`src/rtl/serial_subtractor_pkg.sv`:
```
// Shared definitions for the bit-serial subtractor.
//   state_t   : FSM state encoding (IDLE / SHIFT / DONE)
//   fs_borrow : borrow-out of a one-bit full subtractor
//   fs_diff   : difference bit of a one-bit full subtractor
package sub_pkg;

    typedef enum logic [1:0] {
        S_IDLE  = 2'd0,
        S_SHIFT = 2'd1,
        S_DONE  = 2'd2
    } state_t;

    function automatic logic fs_borrow(input logic a, input logic b, input logic bin);
        return (~a & b) | (~(a ^ b) & bin);
    endfunction

    function automatic logic fs_diff(input logic a, input logic b, input logic bin);
        return a ^ b ^ bin;
    endfunction

endpackage

```
`src/rtl/serial_subtractor_fs_bit.sv`:
```
// One-bit combinational full subtractor: d = a - b - bin, bo = borrow out.
// Ports:
//   a, b, bin : operand bits and borrow in
//   d         : difference bit
//   bo        : borrow out
module fs_bit
    import sub_pkg::*;
(
    input  logic a,
    input  logic b,
    input  logic bin,
    output logic d,
    output logic bo
);

    assign d  = fs_diff(a, b, bin);
    assign bo = fs_borrow(a, b, bin);

endmodule

```
`src/rtl/serial_subtractor.sv`:
```
// Bit-serial subtractor: diff = (a - b - bin) mod 2^WIDTH, one bit per clock,
// LSB first, with a start/busy/done handshake.
// Ports:
//   clk, rst : clock (rising edge), synchronous active-high reset
//   start    : capture a/b/bin and begin (only honoured in IDLE)
//   a, b     : minuend, subtrahend
//   bin      : borrow into bit 0
//   busy     : high while bits are being processed
//   done     : one-cycle pulse when diff/bout/ovf are valid
//   diff     : difference (partial while busy, held from done until next start)
//   bout     : borrow out of the MSB
//   ovf      : signed two's complement overflow
module serial_subtractor
    import sub_pkg::*;
#(
    parameter  int WIDTH = 8,
    localparam int CNT_W = $clog2(WIDTH) + 1
) (
    input  logic             clk,
    input  logic             rst,
    input  logic             start,
    input  logic [WIDTH-1:0] a,
    input  logic [WIDTH-1:0] b,
    input  logic             bin,
    output logic             busy,
    output logic             done,
    output logic [WIDTH-1:0] diff,
    output logic             bout,
    output logic             ovf
);

    state_t             state;
    state_t             state_nxt;
    logic [WIDTH-1:0]   a_sr;
    logic [WIDTH-1:0]   b_sr;
    logic               br;
    logic [CNT_W-1:0]   cnt;
    logic               a_msb;
    logic               b_msb;
    logic               d_bit;
    logic               bo_bit;
    logic               last_bit;

    fs_bit u_fs (
        .a   (a_sr[0]),
        .b   (b_sr[0]),
        .bin (br),
        .d   (d_bit),
        .bo  (bo_bit)
    );

    assign last_bit = (cnt == CNT_W'(WIDTH - 1));

    always_comb begin
        state_nxt = state;
        busy      = 1'b0;
        done      = 1'b0;
        unique case (state)
            S_IDLE: begin
                if (start) state_nxt = S_SHIFT;
            end
            S_SHIFT: begin
                busy = 1'b1;
                if (last_bit) state_nxt = S_DONE;
            end
            S_DONE: begin
                done      = 1'b1;
                state_nxt = S_IDLE;
            end
            default: state_nxt = S_IDLE;
        endcase
    end

    always_ff @(posedge clk) begin
        if (rst) begin
            state <= S_IDLE;
        end else begin
            state <= state_nxt;
        end
    end

    // bout/ovf are registered on the final shift edge so they are already
    // valid during the DONE cycle; the final difference bit is d_bit itself,
    // which becomes diff[WIDTH-1] on that same edge.
    always_ff @(posedge clk) begin
        if (rst) begin
            a_sr  <= '0;
            b_sr  <= '0;
            br    <= 1'b0;
            cnt   <= '0;
            a_msb <= 1'b0;
            b_msb <= 1'b0;
            diff  <= '0;
            bout  <= 1'b0;
            ovf   <= 1'b0;
        end else begin
            unique case (state)
                S_IDLE: begin
                    if (start) begin
                        a_sr  <= a;
                        b_sr  <= b;
                        br    <= bin;
                        cnt   <= '0;
                        a_msb <= a[WIDTH-1];
                        b_msb <= b[WIDTH-1];
                    end
                end
                S_SHIFT: begin
                    diff <= {d_bit, diff[WIDTH-1:1]};
                    a_sr <= {1'b0, a_sr[WIDTH-1:1]};
                    b_sr <= {1'b0, b_sr[WIDTH-1:1]};
                    br   <= bo_bit;
                    cnt  <= cnt + 1'b1;
                    if (last_bit) begin
                        bout <= bo_bit;
                        ovf  <= (a_msb != b_msb) & (d_bit != a_msb);
                    end
                end
                default: ;
            endcase
        end
    end

endmodule

```
`config.mk`:
```
export PLATFORM = sky130hd
export DESIGN_NAME = serial_subtractor
export DESIGN_NICKNAME = d
export VERILOG_FILES = /design/src/rtl/serial_subtractor_pkg.sv /design/src/rtl/serial_subtractor_fs_bit.sv /design/src/rtl/serial_subtractor.sv
export SDC_FILE = /design/constraint.sdc
export NUM_CORES = 1
export LEC_CHECK = 0
export CAP_MARGIN = 0
export CORE_MARGIN = 2
export CORE_UTILIZATION = 54
export CTS_CLUSTER_DIAMETER = 120
export CTS_CLUSTER_SIZE = 25
export DETAILED_ROUTE_END_ITERATION = 16
export HOLD_SLACK_MARGIN = 0.05
export PLACE_DENSITY = 0.83
export SYNTH_ARGS = -nofsm -noshare
export SYNTH_HDL_FRONTEND = slang
export SYNTH_SLANG_ARGS = --single-unit
```
`constraint.sdc`:
```
create_clock -name clk -period 2.5 [get_ports clk]
set_input_delay 0.375 -clock clk [delete_from_list [all_inputs] [get_ports clk]]
set_output_delay 0.375 -clock clk [all_outputs]
set_load 0.01 [all_outputs]
```
==> results of run 1 <==
## placed cells by master (no fill, tap or decap), types with 3 or more instances in the layout
cell type                         count
sky130_fd_sc_hd__a211oi_1             6
sky130_fd_sc_hd__a211oi_2             9
sky130_fd_sc_hd__a21oi_1             20
sky130_fd_sc_hd__a21oi_2              7
sky130_fd_sc_hd__clkbuf_4             5
sky130_fd_sc_hd__clkdlybuf4s50_1     31
sky130_fd_sc_hd__clkinv_2             3
sky130_fd_sc_hd__dfxtp_1             35
sky130_fd_sc_hd__nand2_1             34
sky130_fd_sc_hd__nor2_1              19
## worst max-delay path, cell delays in order, from the launching register on
cell,delay (ns)
sky130_fd_sc_hd__dfxtp_1,0.56
sky130_fd_sc_hd__nand2b_2,0.24
sky130_fd_sc_hd__clkinv_4,0.20
sky130_fd_sc_hd__clkdlybuf4s50_1,0.54
## power by group
group          switching, µW  internal, µW  total, µW  leakage (µW)
logic                   90.2          80.3        170      0.000399
clock network            186           105        291     0.0000347
registers               22.1           588        610      0.000287
total                    298           773       1070      0.000721
## registers in the layout, summed over array words and instances (netlist names)
name and count:
cnt 4, b_msb 1, a_msb 1, ovf 1
br 1, a_sr 8, b_sr 8, diff 8
bout 1, state 2
## final timing paths
check                               to  slack (ns)
hold reg to reg   diff[0]$_SDFFE_PP0P_        0.46
hold / removal    diff[0]$_SDFFE_PP0P_        0.46
setup / recovery                  busy        0.24
setup reg to reg      ovf$_SDFFE_PP0P_        0.74
## through the flow
stage,power [µW],utilization [%],std cells
4_1_cts,1082,68.78,235
3_3_place_gp,785.6,66.89,227
6_report,1071,68.78,235
2_1_floorplan,745.3,-,177
5_1_grt,1132,68.78,235
3_5_place_dp,793.6,66.89,227
## layer usage
layer / part of all wire (%) / wire length, µm / vias to the layer above / global-route usage (%)
li1: - / - / 659 / -
met1: 46 / 1425 / 607 / 23.10
met2: 46 / 1441 / 34 / 34.51
met5: 0 / 0 / - / 0
met3: 5.7 / 179 / 10 / 5.934
met4: 2.2 / 69 / 0 / 8.306
## logic make-up (layout without fill, tap and decap cells)
| logic type | after synthesis | in the layout | synth area share, % |
|---|---|---|---|
| compound gates | 53 | 53 | 25.86 |
| mux | 2 | 2 | 1.250 |
| fa+ha+maj | 2 | 2 | 2.031 |
| simple gates | 68 | 68 | 19.53 |
| buf+inv | 17 | 44 | 7.577 |
| flops | 35 | 35 | 43.75 |
## cell type report
class | instances | area [µm²]
Fill cell | 244 | 868.3
Multi-Input combinational cell | 125 | 779.5
Sequential cell | 35 | 700.7
Timing Repair Buffer | 33 | 325.3
Tap cell | 31 | 38.79
Clock buffer | 5 | 37.54
Inverter | 3 | 16.27
Clock inverter | 3 | 15.01
==> out/metrics.json, run 1 <==
{
  "detail-route-antenna-nets": 0,
  "ctsHoldBuffers": 0,
  "rr_worst_depth": 5,
  "netlist_area_um2": 1602,
  "detail_route.wirelength_um": 3115,
  "fin_tns_setup_ns": 0,
  "async_reset_ff_share_pct": 0,
  "synth-edff-count": 0,
  "clock_insertion_delay_at_the_later_pin_of_the_skew_report_ns": 0.33,
  "report.final.slew_viol_count": 0,
  "reg2reg_from": "b_sr[0]$_SDFFE_PP0P_",
  "final_layout_size_suffix_gt1_share_pct": 15.20,
  "ir_drop_mv": 0.4380,
  "floorplan.initialDensity_pct": 57.58,
  "largest_cells_by_area_after_synthesis": "sky130_fd_sc_hd__dfxtp_1, sky130_fd_sc_hd__nand2_1, sky130_fd_sc_hd__a211oi_2",
  "cp.arrival_ns": 1.89,
  "synthCells": 177,
  "grt_antenna_before_repair": 0,
  "i_o_pins": 32,
  "timing.slew.headroom_pct": 60.16,
  "syn_avg_cell_area_um2": 9.048,
  "mappedNetlistNets": 199,
  "worst_hold_path.num_cells": 2,
  "synth.most_common_cell": "sky130_fd_sc_hd__dfxtp_1",
  "power.density_cell_area_nw_per_um2": 559.9,
  "portBuffers": 31,
  "ctsRootBufferMaster": "sky130_fd_sc_hd__clkbuf_4",
  "crit_type": "flip-flop to primary output",
  "worst_slack_ns": 0.2372,
  "die_w_um": 58.46,
  "pre_cts_slack_ns": 0.5563,
  "synth.yosys.seq_area_share_pct": 43.75,
  "final.setup_skew_ns": 0.008118,
  "cts_tree": "built",
  "crit_path_max_fanout": 27,
  "clock_tree.htree_level_count": 2,
  "timing_worst_slew_pin_value_ns": 0.5976,
  "hp-start": "diff[0]$_SDFFE_PP0P_",
  "drt_pre_antenna_iters": 4,
  "leakage_uw": 0.0007208,
  "route.detailed.wl_per_inst_um": 13.26,
  "vias_per_cell": 5.574,
  "hpwl_um": 2089,
  "place.gp.congestion": 0.7353,
  "maxCapViolations": 0,
  "fin_crit_sh_pct": 90.51,
  "wire_length_of_the_first_global_routing_pass_um": 5278,
  "timing.final.setup_violations": 0,
  "worst_setup_hold_path_clk_slew_ns": 0.11,
  "rsz0062_at_grt": "false",
  "postPlaceCellArea_um2": 1861,
  "critical_path_required_ns": 2.12,
  "antenna-diode-count": 0,
  "ys_types": 37,
  "critPathCaptureType": "primary output",
  "cts_setup_buffers": 0,
  "yosysWarningCount": 0,
  "finalHoldViolCount": 0,
  "grt_max_degree": 36,
  "die_area_um2": 3418,
  "final_period_minus_worst_setup_slack_ns": 2.263,
  "cts.sink_count": 35,
  "die_height_um": 58.46,
  "fp.coreArea_um2": 2781,
  "drtIter0Drc": 51,
  "first_global_vias": 1255,
  "tritoncts_buffer_count": 5,
  "hold_ws_ns": 0.4609,
  "globalRouteTotalUtil_pct": 20.05,
  "ctsResizeCount": 0,
  "flow.area_growth_from_synthesis_pct": 19.45,
  "grt.overflow.total": 0,
  "finish.instance_area_um2": 1913,
  "worst_setup_path_start_kind": "flip-flop",
  "status": "complete, no violations",
  "cts-root-to-sink-buffers": 2,
  "total_number_of_vias": 1310,
  "ys_dominant_reg_cell": "sky130_fd_sc_hd__dfxtp_1",
  "hp-class": "flip-flop to flip-flop",
  "rows": 19,
  "drc": 0,
  "synth-seq-cells": 35,
  "max_freq_mhz": 441.9,
  "ys_top_cells_by_count": "sky130_fd_sc_hd__dfxtp_1, sky130_fd_sc_hd__nand2_1, sky130_fd_sc_hd__a21oi_1, sky130_fd_sc_hd__nor2_1, sky130_fd_sc_hd__a211oi_2",
  "synth_area_leader_cell": "sky130_fd_sc_hd__dfxtp_1",
  "critical_path.startpoint": "state[1]$_SDFFE_PP0P_",
  "yosys.area.top_type_share_pct": 43.75,
  "design.final.nets": 225
}
Note: power is estimated with default switching activity, not from simulation.
==> run 2: changes to the inputs <==
Settings changed: CTS_CLUSTER_DIAMETER 120 to 60.
==> results of run 2 <==
Same layout as run 1: the final DEF is identical, and so are final timing and power.
